### src/rtl/vga_rom_pkg.sv
// Shared types and constants for the VGA image ROM arbiter.
//
// owner_t encodes the {valid, is_aux} tag that travels alongside each ROM
// access so that the returning read data can be steered to the right port.
// ARB_LAT_BASE is the pixel request -> pix_rvalid latency of the default
// build.  The timing generator uses it to pre-advance pix_addr.
// ARB_LAT is the latency of the build actually compiled.  It is one cycle
// longer when VGA_ROM_ARB_OUTREG_EN is defined.
package vga_rom_pkg;

    typedef enum logic [1:0] {
        OWN_NONE = 2'b00,
        OWN_PIX  = 2'b10,
        OWN_AUX  = 2'b11
    } owner_t;

    localparam int ROM_RD_LAT   = 1;
    localparam int ARB_LAT_BASE = 2;
`ifdef VGA_ROM_ARB_OUTREG_EN
    localparam int ARB_LAT      = ARB_LAT_BASE + 1;
`else
    localparam int ARB_LAT      = ARB_LAT_BASE;
`endif

    // The pixel port has absolute priority.  An aux grant can therefore only
    // appear when no pixel request is present.
    function automatic owner_t pick_owner(input logic pix_req, input logic aux_gnt);
        owner_t own;
        own = OWN_NONE;
        if (pix_req) begin
            own = OWN_PIX;
        end else if (aux_gnt) begin
            own = OWN_AUX;
        end
        return own;
    endfunction

endpackage

### src/rtl/rom_arb_tag_pipe.sv
// Owner-tag delay line.
//
// This is a DEPTH-stage shift register of owner_t.  It runs in step with the
// ROM address register and the ROM's registered read.
// Reset is asynchronous and active-low.  It flushes every stage to OWN_NONE,
// so accesses that were in flight before the reset never produce an rvalid.
//
// Ports:
//   clk     in   clock
//   rst_n   in   asynchronous active-low reset
//   tag_in  in   owner of the access granted this cycle
//   tag_out out  owner of the access whose ROM data is on rom_q now
module rom_arb_tag_pipe
    import vga_rom_pkg::*;
#(
    parameter int DEPTH = 2
) (
    input  logic   clk,
    input  logic   rst_n,
    input  owner_t tag_in,
    output owner_t tag_out
);

    owner_t stage_reg [DEPTH];

    generate
        for (genvar gi = 0; gi < DEPTH; gi++) begin : g_stage
            always_ff @(posedge clk or negedge rst_n) begin
                if (!rst_n) begin
                    stage_reg[gi] <= OWN_NONE;
                end else if (gi == 0) begin
                    stage_reg[gi] <= tag_in;
                end else begin
                    stage_reg[gi] <= stage_reg[(gi == 0) ? 0 : gi - 1];
                end
            end
        end
    endgenerate

    assign tag_out = stage_reg[DEPTH-1];

endmodule

### src/rtl/vga_rom_arbiter.sv
// VGA image ROM arbiter.
//
// This block shares one synchronous single-port ROM between two requesters:
//   - The pixel scan fetch.  It has absolute priority, a fixed latency and
//     no back-pressure.
//   - An aux requester (sprite/overlay/debug).  It uses a req/gnt handshake
//     and is served only in cycles without a pixel request.
// The block owns the registered ROM address bus.
//
// Optional build macro: VGA_ROM_ARB_OUTREG_EN
//   Adds one register stage on *_rvalid / *_rdata.  Latency becomes 3 cycles
//   instead of 2, and the ordering is unchanged.
//
// Ports:
//   clk, rst_n                 clock, asynchronous active-low reset
//   pix_req, pix_addr          pixel fetch request and address
//   pix_rvalid, pix_rdata      pixel read return
//   aux_req, aux_addr          aux request.  Held stable until aux_gnt.
//   aux_gnt                    combinational grant.  The request is consumed
//                              this cycle.
//   aux_rvalid, aux_rdata      aux read return
//   aux_starve                 aux has waited >= STARVE_LIMIT cycles.  Sticky
//                              until the next grant.
//   rom_addr                   registered ROM address
//   rom_q                      ROM read data, valid one cycle after rom_addr
module vga_rom_arbiter
    import vga_rom_pkg::*;
#(
    parameter int DATA_WIDTH   = 8,
    parameter int ADDR_WIDTH   = 8,
    parameter int STARVE_LIMIT = 1024,
    parameter int CNT_WIDTH    = 16
) (
    input  logic                  clk,
    input  logic                  rst_n,
    input  logic                  pix_req,
    input  logic [ADDR_WIDTH-1:0] pix_addr,
    output logic                  pix_rvalid,
    output logic [DATA_WIDTH-1:0] pix_rdata,
    input  logic                  aux_req,
    input  logic [ADDR_WIDTH-1:0] aux_addr,
    output logic                  aux_gnt,
    output logic                  aux_rvalid,
    output logic [DATA_WIDTH-1:0] aux_rdata,
    output logic                  aux_starve,
    output logic [ADDR_WIDTH-1:0] rom_addr,
    input  logic [DATA_WIDTH-1:0] rom_q
);

    localparam logic [CNT_WIDTH-1:0] LIMIT = CNT_WIDTH'(STARVE_LIMIT);

    logic [ADDR_WIDTH-1:0] rom_addr_reg;
    logic [CNT_WIDTH-1:0]  wait_cnt_reg;
    logic                  aux_starve_reg;
    owner_t                tag_in;
    owner_t                tag_out;

    // Index 0 is the pixel port and index 1 is the aux port.
    logic [1:0]            hit;
    logic [1:0]            rvalid_out;
    logic [DATA_WIDTH-1:0] rdata_out  [2];
    logic [DATA_WIDTH-1:0] rdata_reg  [2];

    assign aux_gnt = aux_req & ~pix_req;
    assign tag_in  = pick_owner(pix_req, aux_gnt);

    // The address register holds its value when nothing is granted.
    always_ff @(posedge clk or negedge rst_n) begin
        if (!rst_n) begin
            rom_addr_reg <= '0;
        end else if (pix_req) begin
            rom_addr_reg <= pix_addr;
        end else if (aux_gnt) begin
            rom_addr_reg <= aux_addr;
        end
    end

    // The tag pipe is two stages deep: one for the address register and one
    // for the ROM's registered read.
    rom_arb_tag_pipe #(
        .DEPTH (1 + ROM_RD_LAT)
    ) u_tag_pipe (
        .clk     (clk),
        .rst_n   (rst_n),
        .tag_in  (tag_in),
        .tag_out (tag_out)
    );

    // Aux wait counter and starvation flag.
    // The flag sets on the same edge at which the counter reaches the limit.
    // It stays set even if aux_req drops, and it clears only on a grant.
    always_ff @(posedge clk or negedge rst_n) begin
        if (!rst_n) begin
            wait_cnt_reg   <= '0;
            aux_starve_reg <= 1'b0;
        end else begin
            if (!aux_req || aux_gnt) begin
                wait_cnt_reg <= '0;
            end else if (wait_cnt_reg != LIMIT) begin
                wait_cnt_reg <= wait_cnt_reg + CNT_WIDTH'(1);
            end

            if (aux_gnt) begin
                aux_starve_reg <= 1'b0;
            end else if (aux_req && (wait_cnt_reg >= LIMIT - CNT_WIDTH'(1))) begin
                aux_starve_reg <= 1'b1;
            end
        end
    end

    assign hit[0] = (tag_out == OWN_PIX);
    assign hit[1] = (tag_out == OWN_AUX);

    generate
        for (genvar gi = 0; gi < 2; gi++) begin : g_port
`ifdef VGA_ROM_ARB_OUTREG_EN
            logic rvalid_reg;
            always_ff @(posedge clk or negedge rst_n) begin
                if (!rst_n) begin
                    rvalid_reg    <= 1'b0;
                    rdata_reg[gi] <= '0;
                end else begin
                    rvalid_reg <= hit[gi];
                    if (hit[gi]) begin
                        rdata_reg[gi] <= rom_q;
                    end
                end
            end
            assign rvalid_out[gi] = rvalid_reg;
            assign rdata_out[gi]  = rdata_reg[gi];
`else
            // In the base build, the return is presented in the same cycle
            // that rom_q is valid.  rdata_reg keeps the last delivered word,
            // so *_rdata holds its value between returns.
            always_ff @(posedge clk or negedge rst_n) begin
                if (!rst_n) begin
                    rdata_reg[gi] <= '0;
                end else if (hit[gi]) begin
                    rdata_reg[gi] <= rom_q;
                end
            end
            assign rvalid_out[gi] = hit[gi];
            assign rdata_out[gi]  = hit[gi] ? rom_q : rdata_reg[gi];
`endif
        end
    endgenerate

    assign pix_rvalid = rvalid_out[0];
    assign pix_rdata  = rdata_out[0];
    assign aux_rvalid = rvalid_out[1];
    assign aux_rdata  = rdata_out[1];
    assign aux_starve = aux_starve_reg;
    assign rom_addr   = rom_addr_reg;

endmodule

### config.mk
export PLATFORM = sky130hd
export DESIGN_NAME = vga_rom_arbiter
export DESIGN_NICKNAME = d
export VERILOG_FILES = /design/src/rtl/vga_rom_pkg.sv /design/src/rtl/rom_arb_tag_pipe.sv /design/src/rtl/vga_rom_arbiter.sv
export SDC_FILE = /design/constraint.sdc
export NUM_CORES = 1
export LEC_CHECK = 0
export CAP_MARGIN = 40
export CORE_ASPECT_RATIO = 1.5
export CORE_MARGIN = 2
export CORE_UTILIZATION = 51
export DETAILED_ROUTE_END_ITERATION = 12
export MAX_ROUTING_LAYER = met4
export PLACE_DENSITY = 0.8
export SLEW_MARGIN = 20
export SYNTH_ARGS = -nofsm -noshare
export SYNTH_HDL_FRONTEND = slang
export SYNTH_SLANG_ARGS = --single-unit
export TNS_END_PERCENT = 10
### constraint.sdc
create_clock -name clk -period 4.7 [get_ports clk]
set_clock_uncertainty 0.05 [all_clocks]
set_input_delay 0.705 -clock clk [delete_from_list [all_inputs] [get_ports clk]]
set_output_delay 0.705 -clock clk [all_outputs]
set_load 0.005 [all_outputs]
==> metrics.txt, run 1 <==
diodes inserted=0; Setup crit end kind=output pin; clock tree buffer depth=2; total die area=4500 um^2; DIE WIDTH=55.5 um; worst setup path startpoint=aux_req; CTS H-tree depth=2; peak supply drop=228 uV; IO Pins=56; GR met3 Demand/Resource=0.0494; kind of critical path=input port to output pin; post-route ant nets=0; global route overflow=0; share of cells above drive strength 1=0.123; net switching power figure=0.000187 W; worst-path fanout max=12; average size of a mapped cell=11.3 um^2; drt first pass iters=4; post-CTS resize count=0; status=finished, final reports clean; GRT Total Usage=0.201; total wire length=4100 um; WHS=271 ps; DP Cell Count=273; Sw Share=0.225; final core utilization=0.699; setup-violating endpoint count in the final report=0; commonest non-fill, non-tap cell in the layout=clkdlybuf4s50_1; syn_nets=209; Placer Congestion=0.791; first-pass GRT wire length=6800 um; GRT met1 Usage=0.225; Worst Path Arrival=2370 ps; CTS tree=built; fin. max-slew vios=0; Tmin final=3130 ps; worst r2r src=wait_cnt_reg[5]; clock share of power=0.312; yosys warns=0; sequential-to-total area share from yosys stat=0.556; Layout area overhead=34.2%; most frequent cells in the layout=54 x clkdlybuf4s50_1, 45 x dfrtp_1, 22 x nand2_1; Clk pin slew, worst setup/hold paths=80 ps; max_cap viols=0; Worst EP required=3940 ps; vias in the first global route=1454; worst-margin pin slew=565 ps; fin nets=265; WL/cell=14.6 um; final std cells w/o fill=281; Max Clk Rate=0.320 GHz; # Post-CTS Setup Buffers=0; FP Rows=28; Comb power frac=0.175; clk root buf=clkbuf_8; DRC viols=0; met2 Track Usage GR=0.343; Cells after Synth=179; largest net degree at the start of global routing=31; Pwr Density=305 nW/um^2; Sink Count=45; post-synthesis cell type count=30; Via Count=1518; initial antenna violation count=0; crit start category=input port; most crowded layer after global routing=met2; internal power=0.000642 W; final worst path period share=0.666; setup TNS=0 ps; Pleak=1.12 nW; Initial Util=0.521; Seq. cell area=1130 um^2; Final Hold Fails=0; Post-Syn Area=2030 um^2; die height=81.2 um; CTS buffer count=5; relative slew slack=0.622; vias per cell=5.40; hold crit path type=input port to async pin; RSZ-0062 raised after global routing=no; area of the multi-input gates=843 um^2; part of the power in registers=0.513; Core Box Area=3890 um^2; HPWL Detailed=3090 um; # hold bufs at CTS=0; Fill cells=280; First DRT Iteration DRCs=32; FF+latch count, synth=45; Port Buffers=55; worst skew pair latency=290 ps
[power groups by stage]
stage                     combinational [W]  sequential [W]  clock, W
after detailed placement           0.000149        0.000433         0
after global routing               0.000159        0.000428  0.000279
after global placement             0.000144        0.000431         0
after floorplan                   0.0000513        0.000431         0
after CTS                          0.000149        0.000425  0.000267
final                              0.000145        0.000425  0.000258
[cell usage after synthesis, drive strengths merged]
library cell / n / area (um^2)
nand3b: 1 / 7.51
clkbuf: 4 / 15.0
nor2: 2 / 7.51
and2: 1 / 6.26
nor3: 2 / 10.0
nor4: 7 / 43.8
o22ai: 1 / 6.26
ha: 2 / 25.0
inv: 7 / 26.3
a21oi: 8 / 40.0
dfrtp: 45 / 1130
or3: 4 / 26.3
nor2b: 2 / 12.5
xor2: 2 / 17.5
mux2: 16 / 180
o31ai: 4 / 30.0
and4: 1 / 8.76
o21ai: 11 / 55.1
or2: 1 / 6.26
nand4: 4 / 40.0
or4: 4 / 30.0
nand2: 22 / 82.6
nand3: 5 / 25.0
nand2b: 4 / 25.0
nor4bb: 1 / 10.0
mux2i: 14 / 140
buf: 3 / 15.0
or2b: 1 / 7.51
[cells by family after synthesis]
logic type	count (synthesis)	synth area share
adders and majority gates	2	0.0124
and+or+nand+nor	62	0.172
muxes	30	0.158
DFF	45	0.556
AOI/OAI and AO/OA	24	0.0649
xor gates and xnor gates	2	0.00865
buffers and inverters	14	0.0278
[final cells by class]
| cell class | instances | share of cell area |
|---|---|---|
| well taps | 45 | 0.0207 |
| clock buffers | 7 | 0.0354 |
| repair buffers | 56 | 0.208 |
| multi-input cells | 120 | 0.310 |
| clock inverters | 1 | 0.00184 |
| flip-flops and latches | 45 | 0.414 |
| inverters | 7 | 0.00966 |
[metal layers]
metal  vias to the layer above  share of wire  wire length, um
met4                         0          0.019               76
met3                         6          0.035              144
li1                        746              -                -
met5                         -              0                0
met1                       734           0.40             1630
met2                        32           0.55             2250
[path summary, 6_finish.rpt]
kind	endpoint	slack, ps	cells past startpoint
setup / recovery	aux_gnt	1570	3
hold / removal	rdata_reg[2]	270	1
setup reg to reg	wait_cnt_reg[9]	3020	3
hold reg to reg	u_tag_pipe.tag_out[0]	320	0
max in group asynchronous	u_tag_pipe.stage_reg[2]	3840	2
min in group clk	u_tag_pipe.tag_out[0]	320	0
[worst max-delay path, stage by stage]
cell,delay (ps)
clkdlybuf4s50_1,830
nor2b_1,290
clkdlybuf4s50_1,550
[stage by stage]
stage,setup WS [ps],instance area (um^2),total power [W]
2_1_floorplan,2850,2030,0.000482
3_3_place_gp,1570,2600,0.000575
3_5_place_dp,1560,2620,0.000582
4_1_cts,1540,2720,0.000841
5_1_grt,1500,2720,0.000867
6_report,1570,2720,0.000828
Power figures use the tool's default switching activity.
==> inputs of run 2 (changes only) <==
Settings changed: CORE_UTILIZATION 51 to 47, PLACE_DENSITY 0.8 to 0.74.
Clock period 4.7 ns to 3.26 ns, I/O delays scaled along.
==> metrics.txt, run 2 (synthesized netlist as in run 1, its figures left out) <==
Pleak=1.13 nW (+0.83%); commonest non-fill, non-tap cell in the layout=clkdlybuf4s50_1; most frequent cells in the layout=54 x clkdlybuf4s50_1, 45 x dfrtp_1, 22 x nand2_1; Sink Count=45 (unchanged); Worst EP required=2720 ps (-1220 ps); WL/cell=15.1 um (+3.5%); clock tree buffer depth=2 (unchanged); post-route ant nets=0 (unchanged); global route overflow=0 (unchanged); HPWL Detailed=3240 um (+4.9%); crit start category=input port; Via Count=1528 (+0.66%); CP cell instances=clkdlybuf4s50_1 > buf_4 > nor2b_1 > clkdlybuf4s50_1; Placer Congestion=0.804 (+1.7%); First DRT Iteration DRCs=36 (+13%); IO Pins=56 (unchanged); Fill cells=344 (+23%); worst-path fanout max=12 (unchanged); worst skew pair latency=290 ps (about the same); Clk pin slew, worst setup/hold paths=80 ps (about the same); FF-to-FF path depth=4 (+1); die height=84.4 um (+4.0%); post-CTS resize count=0 (unchanged); relative slew slack=0.669 (+0.0469); hold crit path type=input port to async pin; # Post-CTS Setup Buffers=0 (unchanged); CTS tree=built; Crit path largest cell delay=540 ps (-290 ps); fin nets=267 (+0.75%); worst reg-to-reg setup slack=1550 ps (-1470 ps); initial antenna violation count=0 (unchanged); CTS buffer count=5 (unchanged); clk root buf=clkbuf_8; Core Box Area=4170 um^2 (+7.3%); fin. max-slew vios=0 (unchanged); worst-margin pin slew=497 ps (-68.5 ps); Max Clk Rate=0.408 GHz; Seq. cell area=1130 um^2 (unchanged); Pwr Density=448 nW/um^2 (+47%); status=finished, final reports clean; Tmin final=2450 ps; diodes inserted=0 (unchanged); DIE WIDTH=57.6 um (+3.9%); total die area=4860 um^2 (+8.0%); vias in the first global route=1604 (+10%); CTS H-tree depth=2 (unchanged); final worst path period share=0.751; Post-DP Area=2630 um^2 (+0.62%); Reg2Reg Capture Point=wait_cnt_reg[12]; setup TNS=0 ps (unchanged); drt first pass iters=4 (unchanged); share of cells above drive strength 1=0.127 (+0.00370); FP Rows=29 (+3.6%); peak supply drop=401 uV (+76%); Final Hold Fails=0 (unchanged); Worst Path Arrival=1910 ps (-460 ps); Final Cell Area=2740 um^2 (+0.69%); max_cap viols=0 (unchanged); total wire length=4270 um (+4.2%); CP dominant cell by count=clkdlybuf4s50_1; kind of critical path=input port to output pin; area of the multi-input gates=843 um^2 (unchanged); WHS=99.8 ps (-171 ps); RSZ-0062 raised after global routing=no; worst r2r src=wait_cnt_reg[1]; GRT Total Usage=0.200 (-0.00113); setup-violating endpoint count in the final report=0 (unchanged); first-pass GRT wire length=7280 um (+7.0%); # hold bufs at CTS=0 (unchanged); DRC viols=0 (unchanged); vias per cell=5.40 (about the same); Initial Util=0.485 (-0.0355); Setup crit end kind=output pin; Layout area overhead=35.1%; slowest stage cell on the critical path=clkdlybuf4s50_1; largest net degree at the start of global routing=26 (-16%); Port Buffers=55 (unchanged)
[run 2: changes by cell type in the layout (fill, tap and decap cells not counted), sizes merged]
| cell | change |
|---|---|
| bufinv | +1 |
| clkbuf | -2 |
| buf | +2 |
[run 2: cell type report]
type,count,share of cell area
clock inverters,2,0.0128
flip-flops and latches,45,0.411
clock buffers,5,0.0251
multi-input cells,120,0.308
repair buffers,58,0.212
inverters,7,0.00960
well taps,46,0.0210
[run 2: worst max-delay path by stage]
| stage | startpoint | end | slack (ps) | cells after the start |
|---|---|---|---|---|
| 2_1_floorplan | u_tag_pipe.tag_out[1] | pix_rdata[0] | 1630 | 3 |
| 3_3_place_gp | aux_req | aux_gnt | 830 | 4 |
| 3_5_place_dp | aux_req | aux_gnt | 810 | 4 |
| 4_1_cts | aux_req | aux_gnt | 800 | 4 |
| 5_1_grt | u_tag_pipe.tag_out[0] | pix_rdata[3] | 740 | 3 |
| 6_report | aux_req | aux_gnt | 810 | 4 |
[run 2: metal layers]
metal,wire length [um],global-route usage,up-vias,part of all wire
met5,0,-,-,0
met4,59,0.0719,0,0.014
met3,190,0.0416,6,0.044
met2,2330,0.350,36,0.55
met1,1690,0.218,736,0.40
li1,-,-,750,-
[run 2: through the flow]
step	instances	worst slack, ps	util	total power (W)
finish	283	812	0.656	0.00123
global route	283	742	0.656	0.00128
CTS	283	805	0.656	0.00124
detailed placement	276	807	0.631	0.000840
global placement	275	828	0.626	0.000832
floorplan	179	1630	-	0.000696
[run 2: power by group]
| group | switching, W | total [W] | leakage (nW) | internal (W) |
|---|---|---|---|---|
| sequential | 0.0000137 | 0.000613 | 0.566 | 0.000599 |
| clock | 0.000178 | 0.000401 | 0.0540 | 0.000223 |
| combinational | 0.0000758 | 0.000212 | 0.511 | 0.000136 |
| total | 0.000268 | 0.00123 | 1.13 | 0.000958 |
[run 2: worst max-delay path, delay by kind of cell]
kind / cells / cell delay, ps
buf+inv: 3 / 1190
simple gates: 1 / 230
==> patch (settings of run 2) <==
Change the parameter `ADDR_WIDTH` from 8 to 10.
--- a/src/rtl/vga_rom_arbiter.sv
+++ b/src/rtl/vga_rom_arbiter.sv
@@ -28,5 +28,5 @@
 #(
     parameter int DATA_WIDTH   = 8,
-    parameter int ADDR_WIDTH   = 8,
+    parameter int ADDR_WIDTH   = 10,
     parameter int STARVE_LIMIT = 1024,
     parameter int CNT_WIDTH    = 16
Ports: changed (resized aux_addr, pix_addr and rom_addr); port bits go from 56 to 62. The function was not compared with the original's and may differ.
==> patch against run 2 <==
  * The run now ends with DRC left
  * Sequential cell count rose by 2
  * Hold slack improved by 54 ps
  * Power fell by 1.1%
  * Routed wire length rose by 4.9%
  * Area after synthesis rose by 5.1%
  * Clock power fell by 15%
  * Setup slack improved by 26 ps
  * Final area rose by 5.3%
  * Largest power group unchanged
==> patch: results (changes against run 2) <==
status:
  status: "complete, but fails checks"  # was finished, final reports clean
  violations: "DRC"
yosys:
  synth_area_leaders: "dfrtp_1 55%, mux2_2 8.5%, mux2i_1 8.0%"  # was dfrtp_1 56%, mux2_2 8.9%, mux2i_1 6.9%
  synth_cell_type_count: 30  # unchanged
  syn_nets: 222  # was 209
  synth.avg_cell_area_sq_um: 11.3  # about the same
  yosysSeqAreaShare_pct: 55.2  # was 55.6%
placed_design:
  gp_congestion: 0.803  # was 0.804
  dp_slack_ps: 939  # was 807 ps
  io_buffers: 61  # was 55
  placed_area_sq_um: 2800  # was 2630 sq um
  place_inst: 293  # was 276
  dp_hpwl_microns: 3310  # was 3240 microns
power:
  p_comb_w: 0.000232  # was 0.000212 W
  power.leakage_nw: 1.20  # was 1.13 nW
  seq_power_share_pct: 52.9  # was 50.0%
  pwr-share-clk_pct: 28.0  # was 32.7%
  vdd_ir_drop_max_uv: 313  # was 401 uV
route:
  drt_iter0_markers: 34  # was 36
  vias: 1616  # was 1528
  drt_wl_total_microns: 4480  # was 4270 microns
  route.met3.wl_microns: 142  # was 190 microns
  viasPerCell: 5.37  # was 5.40
  drc_errors: 3  # was 0
  m1WireLength_microns: 1740  # was 1690 microns
  dr.pass1.iters: 8  # was 4
  wl_met2_microns: 2460  # was 2330 microns
setup_path:
  r2r_setup_slack_ps: 1680  # was 1550 ps
  cpPeakStageDelay_ps: 480  # was 540 ps
  r2r_cells: 5  # was 4
  rr_endpoint: "wait_cnt_reg[0]$_DFFE_PN0P_"  # was wait_cnt_reg[12]$_DFFE_PN0P_
  cp_max_fo: 9  # was 12
  reg2reg_from: "wait_cnt_reg[0]$_DFFE_PN0P_"  # was wait_cnt_reg[1]$_DFFE_PN0P_
timing:
  tightest_slew_ps: 649  # was 497 ps
  hold_ws_ps: 154  # was 99.8 ps
  fmax_mhz: 413  # was 408 MHz
clock_network:
  htree_num_levels: 2  # unchanged
global_route:
  grt_pass1_wl_microns: 7620  # was 7280 microns
  grtUsageMet2_pct: 34.8  # was 35.0%
  track_usage_pct: 20.4  # was 20.0%
  grt_use_met1_pct: 22.5  # was 21.8%
  grt_max_degree: 28  # was 26
finish:
  drive_gt1_share_pct: 12.3  # was 12.7%
patch: changes by cell type after synthesis, moves of 2 or more:
cell,delta
nor4_2,+2
nand2b_1,+2
nor4_1,-2
dfrtp_1,+2
nand2_1,+4
nor2b_1,-2
mux2i_1,+3
o21ai_0,+2
patch: worst register-to-register path: stages (launching register included):
cell and delay, ps:
dfrtp_1 460, inv_1 100, ha_1 140, nor4bb_1 260, and4_1 310, mux2i_1 190
patch: how the worst max path moves through the flow:
stage / start / end / slack [ps] / cells past startpoint
2_1_floorplan: u_tag_pipe.tag_out[1]$_DFF_PN0_ / pix_rdata[0] / 1630 / 3
3_3_place_gp: aux_req / aux_gnt / 950 / 4
3_5_place_dp: aux_req / aux_gnt / 940 / 4
4_1_cts: u_tag_pipe.tag_out[0]$_DFF_PN0_ / pix_rdata[1] / 780 / 3
5_1_grt: u_tag_pipe.tag_out[0]$_DFF_PN0_ / pix_rdata[1] / 730 / 3
6_report: u_tag_pipe.tag_out[0]$_DFF_PN0_ / pix_rdata[1] / 840 / 3
patch: layout make-up:
class / instances / area (sq um)
well taps: 48 / 60.1
repair buffers: 64 / 648
multi-input cells: 126 / 887
clock inverters: 1 / 5.00
inverters: 8 / 30.0
flip-flops and latches: 47 / 1180
fillers: 406 / 1550
clock buffers: 7 / 76.3
patch: cell families (layout without fill, tap and decap cells):
| family | Yosys count | after routing | synth area share [%] |
|---|---|---|---|
| AND/OR/NAND/NOR | 64 | 64 | 16.9 |
| flip-flops | 47 | 47 | 55.2 |
| multiplexers | 33 | 33 | 16.5 |
| AO/OA/AOI/OAI | 25 | 25 | 6.35 |
| buffers and inverters | 15 | 80 | 3.11 |
| adder cells (fa/ha/maj) | 2 | 2 | 1.17 |
| XOR/XNOR | 2 | 2 | 0.823 |
